File: config.mk
export PLATFORM = sky130hd
export DESIGN_NAME = dbus_peripheral
export DESIGN_NICKNAME = d
export VERILOG_FILES = /design/src/rtl/dbus_peripheral.sv
export SDC_FILE = /design/constraint.sdc
export NUM_CORES = 1
export LEC_CHECK = 0
export BUFFER_PORTS_ARGS = -buffer_cell sky130_fd_sc_hd__buf_2
export CORE_MARGIN = 3
export CORE_UTILIZATION = 50
export CTS_BUF_LIST = sky130_fd_sc_hd__clkbuf_4 sky130_fd_sc_hd__clkbuf_8 sky130_fd_sc_hd__clkbuf_16
export DETAILED_ROUTE_END_ITERATION = 6
export PLACE_DENSITY = 0.81
export SLEW_MARGIN = 10
export SYNTH_ARGS = -nofsm -noshare
export SYNTH_HDL_FRONTEND = slang
export SYNTH_SLANG_ARGS = --single-unit
export TNS_END_PERCENT = 1
File: constraint.sdc
create_clock -name CLK -period 15.6 [get_ports CLK]
set_input_delay 4.68 -clock CLK [delete_from_list [all_inputs] [get_ports CLK]]
set_output_delay 4.68 -clock CLK [all_outputs]
set_load 0.01 [all_outputs]
File: src/rtl/dbus_peripheral.sv
// Memory-mapped peripheral on the CPU data bus: a TX FIFO with a ready/valid drain port
// and a compare timer. Reads are registered; sticky OVF/HIT flags feed a registered IRQ.
module dbus_peripheral #(
  parameter logic [31:0] BASE  = 32'd4096,
  parameter int          DEPTH = 8
) (
  input  logic        CLK,
  input  logic        RST,
  input  logic        CS,
  input  logic        WE,
  input  logic [31:0] ADDR,
  input  logic [31:0] dataBus_Write,
  output logic [31:0] dataBus_Read,
  output logic        tx_valid,
  output logic [31:0] tx_data,
  input  logic        tx_ready,
  output logic        IRQ
);

  localparam int         PW      = $clog2(DEPTH);
  localparam logic [4:0] DEPTH_C = 5'(DEPTH);

  typedef enum logic [2:0] {
    REG_TXDATA = 3'd0,
    REG_STATUS = 3'd1,
    REG_TCTRL  = 3'd2,
    REG_TCOUNT = 3'd3,
    REG_TCMP   = 3'd4
  } reg_e;

  logic [31:0] offset;
  logic        sel;
  reg_e        reg_sel;
  logic        rd;
  logic        wr_txdata;
  logic        wr_status;
  logic        wr_tctrl;
  logic        wr_tcount;
  logic        wr_tcmp;

  // Addresses below BASE wrap to a huge offset and therefore fall outside the window.
  assign offset    = ADDR - BASE;
  assign sel       = CS && (offset < 32'd5);
  assign reg_sel   = reg_e'(offset[2:0]);
  assign rd        = sel && !WE;
  assign wr_txdata = sel && WE && (reg_sel == REG_TXDATA);
  assign wr_status = sel && WE && (reg_sel == REG_STATUS);
  assign wr_tctrl  = sel && WE && (reg_sel == REG_TCTRL);
  assign wr_tcount = sel && WE && (reg_sel == REG_TCOUNT);
  assign wr_tcmp   = sel && WE && (reg_sel == REG_TCMP);

  // ---------------------------------------------------------------- TX FIFO
  logic [31:0]   mem [DEPTH];
  logic [PW-1:0] wr_ptr;
  logic [PW-1:0] rd_ptr;
  logic [4:0]    count;
  logic          full;
  logic          empty;
  logic          push;
  logic          pop;

  assign full     = (count == DEPTH_C);
  assign empty    = (count == 5'd0);
  assign tx_valid = !empty;
  assign tx_data  = mem[rd_ptr];
  assign pop      = tx_valid && tx_ready;
  // A same-cycle pop frees the head slot, so a push into a full FIFO is still taken.
  assign push     = wr_txdata && (!full || pop);

  // NOTE: the storage array has no reset; emptiness is tracked by count, so stale words
  // are never visible and the array can map onto plain RAM cells.
  always_ff @(posedge CLK) begin
    if (!RST && push) mem[wr_ptr] <= dataBus_Write;
  end

  // NOTE: sequential state uses non-blocking assignments only, so every register samples
  // pre-edge values regardless of statement order.
  always_ff @(posedge CLK) begin
    if (RST) begin
      wr_ptr <= '0;
      rd_ptr <= '0;
      count  <= '0;
    end else begin
      if (push) wr_ptr <= wr_ptr + PW'(1);
      if (pop)  rd_ptr <= rd_ptr + PW'(1);
      case ({push, pop})
        2'b10:   count <= count + 5'd1;
        2'b01:   count <= count - 5'd1;
        default: ;
      endcase
    end
  end

  // ---------------------------------------------------------- timer / flags
  logic        en;
  logic        auto_reload;
  logic [31:0] tcount;
  logic [31:0] tcmp;
  logic        ovf;
  logic        hit;
  logic        hit_evt;
  logic        ovf_evt;

  assign hit_evt = en && (tcount == tcmp);
  assign ovf_evt = wr_txdata && full && !pop;

  always_ff @(posedge CLK) begin
    if (RST) begin
      en          <= 1'b0;
      auto_reload <= 1'b0;
      tcount      <= '0;
      tcmp        <= '0;
      ovf         <= 1'b0;
      hit         <= 1'b0;
      IRQ         <= 1'b0;
    end else begin
      if (wr_tctrl) begin
        en          <= dataBus_Write[0];
        auto_reload <= dataBus_Write[1];
      end else if (hit_evt && !auto_reload) begin
        en <= 1'b0;
      end

      if (wr_tcount) begin
        tcount <= dataBus_Write;
      end else if (hit_evt) begin
        if (auto_reload) tcount <= '0;
      end else if (en) begin
        tcount <= tcount + 32'd1;
      end

      if (wr_tcmp) tcmp <= dataBus_Write;

      // Set wins over a same-cycle write-1-to-clear so no event is lost.
      if (ovf_evt)                          ovf <= 1'b1;
      else if (wr_status && dataBus_Write[7]) ovf <= 1'b0;
      if (hit_evt)                          hit <= 1'b1;
      else if (wr_status && dataBus_Write[6]) hit <= 1'b0;

      IRQ <= ovf || hit;
    end
  end

  // ------------------------------------------------------------- read port
  logic [31:0] status;
  logic [31:0] rdata_next;

  assign status = {24'b0, ovf, hit, full, empty, count[3:0]};

  // NOTE: rdata_next is defaulted before the case so no path leaves it unassigned,
  // which keeps this block free of inferred latches.
  always_comb begin
    rdata_next = '0;
    if (rd) begin
      case (reg_sel)
        REG_STATUS: rdata_next = status;
        REG_TCTRL:  rdata_next = {30'b0, auto_reload, en};
        REG_TCOUNT: rdata_next = tcount;
        REG_TCMP:   rdata_next = tcmp;
        default:    rdata_next = '0;
      endcase
    end
  end

  always_ff @(posedge CLK) begin
    if (RST) dataBus_Read <= '0;
    else     dataBus_Read <= rdata_next;
  end

endmodule

# Word level (Yosys, flattened, before mapping)
# Memories as Yosys holds them, arrays and structs flattened. A register that Yosys moved wholly into a read port is not among the register bits.
# Index checks and enable logic that the tools add are counted.
# W data, S select, Z words.
# classes
add_sub_neg	6
n_lt_le_gt_ge	1
eq_ne	9
mux	16
bitwise_logic	1
reduce_logical	34
# op_table
cell	n
$mux W32	4
$pmux W32 S4	1
$add A32 B1 Y32 const B	1
$eq A32 B32 Y1	1
$lt A32 B3 Y1 const B	1
$sub A32 B13 Y32 const B	1
$logic_and A1 B1 Y1	17
$pmux W5 S2	1
$mux W1	8
$reduce_bool A2 Y1	4
$add A3 B1 Y3 const B	2
$eq A3 B2 Y1 const B	2
$logic_not A1 Y1	6
$mux W3	2
$add A5 B1 Y5 const B	1
$eq A5 B4 Y1 const B	1
$logic_not A5 Y1	1
$sub A5 B1 Y5 const B	1
$eq A3 B1 Y1 const B	1
$eq A3 B3 Y1 const B	1
$logic_not A3 Y1	1
$ne A3 B3 Y1 const B	1
$reduce_bool A3 Y1	1
$eq A2 B1 Y1 const B	1
5 further kinds	6
# totals
ff_bits	112
ram_bits	256
in_bits	69
out_inout_bits	66
memories	1
# mem_list
name	words	width	rd	rd_ports_with_merged_regs	wr	line_no	text
mem	8	32	1	1	1	53	logic [31:0] mem [DEPTH];

# Depth between registers and ports, before layout
# Gate-level depths: netlist of the first run.
# logic_depth
word_depth	9
ltp_mapped	16
depth_no_buf	14

# Worst setup path after synthesis of the first run
# Ideal clock, no wire load.
# synth_path
path_kind	input -> register
from	input port ADDR[23]
to	memory mem[0][0] (enable)
arrival_time_ns	9.668
required_time_ns	15.087
path_slack_ns	5.419
stages	7
n_path_buf	1
path_cell_list	or3_1 > or3_1 > a22oi_2 > nand4_1 > or3_1 > buf_2 > nor4b_1
# synth_via
elab_chain_cells	9
# synth_lines
item	line_no	text
from (decl)	11	input logic [31:0] ADDR,
$sub A32 B13 Y32	42	assign offset = ADDR - BASE;
$lt A32 B3 Y1	43	assign sel = CS && (offset < 32'd5);
$logic_and A1 B1 Y1	43	
$logic_and A1 B1 Y1 (2 in a row)	46	assign wr_txdata = sel && WE && (reg_sel == REG_TXDATA);
$logic_and A1 B1 Y1	68	assign push = wr_txdata && (!full || pop);
$logic_and A1 B1 Y1	73	if (!RST && push) mem[wr_ptr] <= dataBus_Write;
$mux W1	73	
$mux W1 (implied by the code)	73	
to (decl)	53	
# Every way passes these cells.

# Worst setup path after layout of the first run
# layout_path
from	input port ADDR[16]
to	register count[4]
# layout_via
elab_chain_cells	8
# layout_lines
item	line_no	text
$sub A32 B13 Y32 *	42	
$lt A32 B3 Y1 *	43	
$logic_and A1 B1 Y1 *	43	
$logic_and A1 B1 Y1 * (2 in a row)	46	
$logic_and A1 B1 Y1 *	68	
$eq A2 B1 Y1 / $eq A2 B2 Y1 (equally long branches)	86	case ({push, pop})
$pmux W5 S2 / $reduce_bool A2 Y1 (equally long branches)	n/a	
to (signal assigned)	87	2'b10: count <= count + 5'd1;
to (signal assigned)	88	2'b01: count <= count - 5'd1;
to (decl)	56	logic [4:0] count;
# Mark *: on every way between the ends. The rest lies on a longest branch, timed or not.
# A chain may end at the register's enable or synchronous reset.

==> metrics, run 1 <==
first-pass GRT wire length 61600 um; Slew @ Worst Pin 1320 ps; Synth Net Count 1225; Startpoint Class input port; Final Setup Violations 0; CP endpoint kind flop; Int Power 1.61 mW; Worst-path clk slew 60 ps; skew final 9.08 ps; WL/cell 23.9 um; Critical Path AT 8320 ps; Sw Ratio 0.211; post-cts resize count 0; Die Ht 184 um; RSZ-0062 raised after global routing false; vias post-DR 10800; IO Pins 135; CTS tree yes; # clock sinks 371; f_max 0.126 GHz; worst rel slew slack 0.113; post-synthesis async set-or-reset flop share 0; cts hold-fix bufs 0; largest area contributor in the netlist edfxtp_1; post-DP HPWL 25900 um; number of nets in the layout 1345; Area contributors post-synth edfxtp_1 (48%), dfxtp_1 (14%), mux4_2 (9.1%); Worst VDD drop 87.5 uV; total power divided by cell area 112 mW/mm2; post-synthesis average cell area 13.9 um2; share of total power in sequential cells 0.520; status completed; First-pass DRT Iterations 5; GR Overflow Total 0; DR iter-0 viols 1225; share of layout cells above drive strength 1 0.278; die area 0.0340 mm2; reg2reg setup slack 12090 ps; Tcrit/Tclk final 0.509; crit path max fanout 9; vias in the first global route 10400; ANT nets after route 0; Rows 64; routability cong. 0.951; vias per inst 6.34; critical path required time 15980 ps; drt total wl 40500 um; later-pin clock latency in the skew report 520 ps; yosys warns 0; Leak 6.03 nW; Max Cap Violations 0; Post-synth EDFFs 256; Root Driver clkbuf_16; Hold Path Class reg -> reg; Port Buffers 134; Fillers 2328; top-area cell type share of the netlist area 0.483; final hold violations 0; total power 2.04 mW; post-synthesis register bit count 371; Switch Pwr 0.429 mW; sequential area share after synthesis 0.627; Total Routing Usage GR 0.238; worst-case clock buffer depth 3; post-synthesis cell area 0.0159 mm2; Hold WS 480 ps; Synth Instances 1148; die width 184 um; H-tree depth 2; synth-to-layout area growth 14.6%; post-route setup TNS 0 ps; Starting Density 0.514; critical path class in -> reg; Unique masters post-synth 73; core area 0.0310 mm2; Most used DFF post-synth edfxtp_1; post-CTS setup buffers 0; Clock power frac 0.442; initial antenna violation count 3; max-slew violations 0; Tmin final 7940 ps; TritonCTS buffer count 38; Combinational Power Share 0.038; largest net degree at the start of global routing 65; DRC 0
-- kinds of logic (layout without fill, tap and decap cells) --
logic type      count (synthesis)  after routing  share of synthesized area
compound gates                194            194                     0.0898
xor+xnor                       40             40                     0.0220
fa+ha+maj                       8              8                    0.00676
buf+inv                        97            246                     0.0255
flops                         371            371                      0.627
mux                           109            109                      0.122
other cells                     0              2                          0
simple gates                  329            329                      0.107
-- cells in the mapped netlist (3+ instances only) --
cell type and number:
buf_6 3, nor3_1 20, mux2i_1 6, a311o_1 3
mux4_2 64, xnor2_1 17, a21oi_2 8, buf_1 10
nand4_1 25, nand2b_1 8, inv_1 23, or3_1 12
mux2_2 39, nor4_1 23, a32oi_1 5, clkbuf_1 48
and3_1 8, buf_2 12, dfxtp_1 115, o221ai_1 4
nand3_1 24, edfxtp_1 256, a31oi_1 5, a22oi_1 34
nand2_1 94, nor2b_1 8, nand4b_1 4, o2111ai_1 7
ha_1 7, o21ai_0 22, a21oi_1 56, nor4b_1 6
xor2_1 23, or4_1 7, o31ai_1 6, and4_1 9
a22oi_2 9, o311ai_0 6, nor2_1 68
-- layout make-up --
type	count	area [um2]	area share
timing repair buffer	154	821	0.0450
multi-input combinational	680	5600	0.307
tap	396	495	0.0272
sequential	371	10000	0.548
inverter	23	86.3	0.00473
clock inverter	16	148	0.00809
antenna	2	5.00	0.000274
clock buffer	53	1100	0.0602
-- layout by cell type (no fill, tap or decap), drive strengths merged, types with 3 or more instances in the layout --
master,instances
o41ai,3
a32oi,5
inv,27
mux2,39
nor3,20
nor2,68
edfxtp,256
a211oi,3
xnor2,17
and4,9
a21oi,64
mux2i,6
a22oi,43
o221ai,4
nand3,24
nand4b,4
nor4b,6
or4b,3
clkbuf,53
a31oi,5
ha,7
o31ai,7
dfxtp,115
or4,7
o21ai,22
xor2,23
nor4,25
o2111ai,8
o311ai,7
nor2b,8
or3,12
clkinv,10
nand2,94
buf,154
a311o,3
and3,8
nand4,25
mux4,64
nand2b,8
-- final timing paths --
| path | endpoint | cells after the start | start |
|---|---|---|---|
| worst max-delay path | count[4] | 14 | ADDR[16] |
| worst min-delay path | tcmp[12] | 2 | tcmp[12] |
| worst max register to register | count[4] | 13 | count[0] |
| worst min register to register | tcmp[12] | 2 | tcmp[12] |
-- through the flow --
stage	instance area, um2	util	std cells	setup WS, ps
floorplan	15900	-	1148	5420
CTS	18200	0.589	1693	7690
finish	18200	0.589	1695	7660
global placement	17000	0.548	1624	7280
global route	18200	0.589	1695	7410
detailed placement	17000	0.548	1624	7130
-- power groups by stage --
stage	registers (mW)	clock network, mW	logic, mW
4_1_cts	1.06	0.911	0.0756
3_5_place_dp	1.08	0	0.0753
3_3_place_gp	1.08	0	0.0728
5_1_grt	1.06	0.951	0.0831
6_report	1.06	0.900	0.0773
2_1_floorplan	1.08	0	0.0456
-- per-layer routing --
metal  routed length [um]  GRT usage
met5                    0          0
met4                 1120     0.0717
met3                 4050     0.0503
met2                18800      0.371
met1                16500      0.340
-- critical path: stages --
cell and delay [ps]:
buf_2 110, nor4_4 420, nand4_1 210, nor2_1 480
nand4_1 270, or3_1 610, ha_1 350, ha_1 330
nor2b_1 180, o21ai_0 120, and3_1 190, nor3_1 180
xnor2_1 140, nor2_1 50
-- state kept, by name, indices dropped and copies added, names as in the netlist, named ones only --
signal / count
en: 1
count: 5
mem: 256
ovf: 1
tcmp: 32
wr_ptr: 3
hit: 1
auto_reload: 1
rd_ptr: 3
dataBus_Read: 32
IRQ: 1
tcount: 32
(Power assumes the default switching activity.)
==> inputs of run 2 (changes only) <==
- ABC_AREA: default -> 1
- PLACE_DENSITY: 0.81 -> 0.83
- clock period: 15.6 -> 6.6 ns (I/O delays scaled with it)
==> metrics, run 2 <==
die width 193 um; Total Routing Usage GR 0.265; Tmin final 5240 ps; crit path max fanout 54; Leak 7.56 nW; IO Pins 135; Synth Area in Adders 0.00618; TritonCTS buffer count 38; Synth Area in XOR/XNOR 0.0201; FF/Latch Area 0.00999 mm2; core area 0.0340 mm2; post-synthesis cell area 0.0174 mm2; post-DP HPWL 32200 um; post-CTS setup buffers 0; Setup WS pre-CTS 1430 ps; post-route setup TNS 0 ps; routability cong. 0.934; Final Setup Violations 0; worst-case clock buffer depth 3; die area 0.0371 mm2; GR Overflow Total 0; Synth Instances 1983; max-slew violations 0; post-synthesis compound-gate area fraction 0.0977; Unique masters post-synth 43; critical path class reg -> out; Worst Setup EP tx_data[30]; fin util 0.577; largest net degree at the start of global routing 80; f_max 0.191 GHz; Critical Path AT 3260 ps; Largest Register mem; status completed; Post-synth EDFFs 256; post-synthesis async set-or-reset flop share 0; skew final 12.1 ps; reg2reg setup slack 3640 ps; commonest cells in the netlist nor2_1 (459), nand2_1 (313), edfxtp_1 (256); Worst-path clk slew 60 ps; share of layout cells above drive strength 1 0.133; Reg2Reg Depth 12; H-tree depth 2; Hold Path Class reg -> reg; Most used DFF post-synth edfxtp_1; Port Buffers 134; vias in the first global route 14200; later-pin clock latency in the skew report 540 ps; synth-to-layout area growth 12.5%; Hold WS 471 ps; top-area cell type share of the netlist area 0.441; DRC 0; Synth Net Count 2060; Worst VDD drop 196 uV; Post-Synth Simple-Gate Area 0.244; critical path required time 4620 ps; vias post-DR 14600; sequential area share after synthesis 0.573; Max Cap Violations 0; DR iter-0 viols 1448; CTS tree yes; worst r2r src tcount[18]; RSZ-0062 raised after global routing false; final worst setup slack 1360 ps; main combinational cell family by area after synthesis simple AND/OR/NAND/NOR gates; largest area contributor in the netlist edfxtp_1; First-pass DRT Iterations 6; Starting Density 0.513; dpl cells 2476; ANT nets after route 0; first-pass GRT wire length 76700 um; Slew @ Worst Pin 1060 ps; Startpoint Class flop; yosys warns 0; worst rel slew slack 0.290; final hold violations 0; worst r2r dst tcount[15]; Multi-input gate area 0.00646 mm2; total power divided by cell area 305 mW/mm2; WL/cell 19.5 um; Area contributors post-synth edfxtp_1 (44%), dfxtp_1 (13%), nor2_1 (9.9%); post-synthesis mux area share 0; post-route insts no fill 2545; drt total wl 49500 um; Tcrit/Tclk final 0.794; Root Driver clkbuf_16; count leader, synth nor2_1; vias per inst 5.75; CP endpoint kind primary output; max reg flops 256; post-cts resize count 0; # clock sinks 371; Fillers 2891; Rows 67; leading cell type in the layout, fill and taps excluded nor2_1; Die Ht 193 um; commonest cells after routing, fill and taps aside nor2_1 (449), nand2_1 (313), edfxtp_1 (256), o21ai_0 (168), nand3_1 (156); number of nets in the layout 2145; post-synthesis average cell area 8.79 um2; post-synthesis register bit count 371; initial antenna violation count 2; cts hold-fix bufs 0
## run 2: changes by cell type in the layout (fill, tap and decap cells not counted), sizes merged, moves of 43 or more
cell,previous run,this run
o21ai,22,173
nor2,68,471
nand2,94,317
nand3,24,158
a22oi,43,0
mux4,64,0
inv,27,140
## run 2: cell families (layout without fill, tap and decap cells)
kind of cell,Yosys count,count (layout)
fa+ha+maj,8,8
simple gates,1016,1016
compound gates,302,302
other cells,0,2
flops,371,371
buf+inv,246,358
xor+xnor,40,40
## run 2: per-stage QoR
stage | power [mW] | instance area, um2
2_1_floorplan | 3.41 | 17400
3_3_place_gp | 3.82 | 18300
3_5_place_dp | 3.87 | 18300
4_1_cts | 6.00 | 19600
5_1_grt | 6.23 | 19600
6_report | 5.98 | 19600
## run 2: worst min path at each step
| stage | startpoint | endpoint | slack, ps | cells past startpoint |
|---|---|---|---|---|
| 6_report | rd_ptr[2] | rd_ptr[2] | 470 | 1 |
| 5_1_grt | rd_ptr[2] | rd_ptr[2] | 480 | 1 |
| 4_1_cts | rd_ptr[2] | rd_ptr[2] | 460 | 1 |
| 3_5_place_dp | rd_ptr[2] | rd_ptr[2] | 450 | 1 |
| 3_3_place_gp | rd_ptr[2] | flop | 430 | 1 |
| 2_1_floorplan | rd_ptr[2] | flop | 410 | 1 |
## run 2: area by class of cell
cell class,count,share of cell area
antenna,2,0.000255
clock inverter,15,0.00804
tap,448,0.0286
clock buffer,52,0.0557
sequential,371,0.510
inverter,140,0.0269
multi-input combinational,1366,0.330
timing repair buffer,151,0.0407
## run 2: report_power, final
part           switching (mW)  internal [mW]  total, mW
sequential             0.0609           2.51       2.57
combinational           0.852          0.414       1.27
clock                   0.897           1.25       2.15
total                    1.81           4.17       5.98
## run 2: critical path, cell delays in order (launching register included)
cell and delay, ps:
dfxtp_4 510, inv_2 740, buf_4 530, o21ai_0 160, o22ai_1 180, nor2_1 60
a31oi_1 320, buf_2 200
## run 2: metal layers
layer | global-route usage | wire, um | vias up
li1 | - | - | 6844
met1 | 0.345 | 19900 | 6944
met2 | 0.450 | 24100 | 714
met3 | 0.0454 | 4070 | 122
met4 | 0.0871 | 1490 | 2
met5 | 0 | 12 | -
==> inputs of run 3 (changes only) <==
- PLACE_DENSITY: 0.83 -> 0.8
- clock period: 6.6 -> 4.9 ns (I/O delays scaled with it)
==> metrics, run 3 (synthesized netlist as in run 2, its figures left out) <==
Switch Pwr 2.40 mW; f_max 0.245 GHz; First-pass DRT Iterations 5; crit path max fanout 24; Slew @ Worst Pin 1030 ps; Sw Ratio 0.298; post-cts resize count 0; vias per inst 5.66; Crit path max-delay family buffers and inverters; Critical Path AT 2620 ps; Final Setup Violations 0; Rows 67; share of total power in sequential cells 0.423; initial antenna violation count 1; CP endpoint kind primary output; metal3 WL 3580 um; Max stage delay cell, worst path clkinv_1; Hold WS 460 ps; max-slew violations 0; number of nets in the layout 2154; reg2reg setup slack 1990 ps; Port Buffers 134; status completed; post-DP HPWL 31700 um; uppermost layer routed met4; drt total wl 48100 um; Leak 7.64 nW; Int Power 5.66 mW; post-CTS setup buffers 0; Startpoint Class flop; Clock power frac 0.361; GR Overflow Total 0; Largest Register mem; Starting Density 0.513; commonest cells after routing, fill and taps aside nor2_1 (449), nand2_1 (313), edfxtp_1 (256), o21ai_0 (168), nand3_1 (156); worst rel slew slack 0.312; Tmin final 4090 ps; Root Driver clkbuf_16; TritonCTS buffer count 39; share of layout cells above drive strength 1 0.136; worst-path cell chain clkinv_1, buf_4, nor2_1, o21ai_0, a31oi_1, buf_2; Combinational Power Share 0.216; WL/cell 18.8 um; IO Pins 135; Worst VDD drop 300 uV; critical path required time 3430 ps; Hold Path Class reg -> reg; post-route setup TNS 0 ps; vias in the first global route 13900; FF/Latch Area 0.00999 mm2; DR iter-0 viols 1479; DRT met1 WL 19500 um; cts hold-fix bufs 0; Total Routing Usage GR 0.257; max reg flops 256; ANT nets after route 0; synth-to-layout area growth 13.6%; total power divided by cell area 408 mW/mm2; RSZ-0062 raised after global routing false; worst r2r src tcount[19]; CP peak stage delay 580 ps; leading cell type in the layout, fill and taps excluded nor2_1; routability cong. 0.950; # clock sinks 371; worst-case clock buffer depth 3; skew final 14.2 ps; Max Cap Violations 0; critical path class reg -> out; later-pin clock latency in the skew report 520 ps; H-tree depth 2; DRC 0; metal2 WL 23800 um; Tcrit/Tclk final 0.834; first-pass GRT wire length 75000 um; CTS tree yes; worst hold path startpoint rd_ptr[2]; vias post-DR 14500; final hold violations 0; largest net degree at the start of global routing 70; core area 0.0340 mm2; Worst Path Buf+Inv 3; Die Ht 193 um; die width 193 um; Fillers 2903; Worst-path clk slew 60 ps; Multi-input gate area 0.00647 mm2; die area 0.0371 mm2
## run 3: cell count changes in the layout (fill, tap and decap cells not counted), sizes merged
cell / previous run / this run
buf: 151 / 159
clkbuf: 52 / 51
clkinv: 11 / 16
clkinvlp: 2 / 0
diode: 2 / 1
inv: 140 / 142
## run 3: power groups by stage
stage / sequential, mW / clock, mW / combinational [mW]
after floorplan: 3.46 / 0 / 1.13
after global placement: 3.48 / 0 / 1.67
after global routing: 3.42 / 3.08 / 1.94
final: 3.41 / 2.91 / 1.74
after CTS: 3.41 / 2.94 / 1.75
after detailed placement: 3.48 / 0 / 1.72
## run 3: path summary, 6_finish.rpt
| check | end | cells after the start |
|---|---|---|
| worst min-delay path | flop | 1 |
| worst max register to register | tcount[14] | 13 |
| worst min register to register | flop | 1 |
| worst max-delay path | tx_data[28] | 6 |
## run 3: layout make-up
cell class                      count  share of cell area
Timing Repair Buffer              159              0.0484
Tap cell                          448              0.0283
Antenna cell                        1            0.000126
Clock buffer                       51              0.0557
Sequential cell                   371               0.505
Inverter                          140              0.0266
Clock inverter                     20             0.00873
Multi-Input combinational cell   1366               0.327
## run 3: routing by layer
metal,track usage,vias up
li1,-,6846
met1,0.342,6908
met2,0.442,633
met3,0.0332,84
met4,0.0726,0
met5,0,-
## run 3: per-stage QoR
stage / power, mW / instances / cell area, um2 / util / setup slack, ps
3_3_place_gp: 5.15 / 2484 / 18500 / 0.545 / 421
2_1_floorplan: 4.60 / 1983 / 17400 / - / 336
3_5_place_dp: 5.20 / 2484 / 18500 / 0.545 / 353
4_1_cts: 8.10 / 2555 / 19800 / 0.583 / 781
5_1_grt: 8.44 / 2556 / 19800 / 0.583 / 525
6_report: 8.07 / 2556 / 19800 / 0.583 / 814
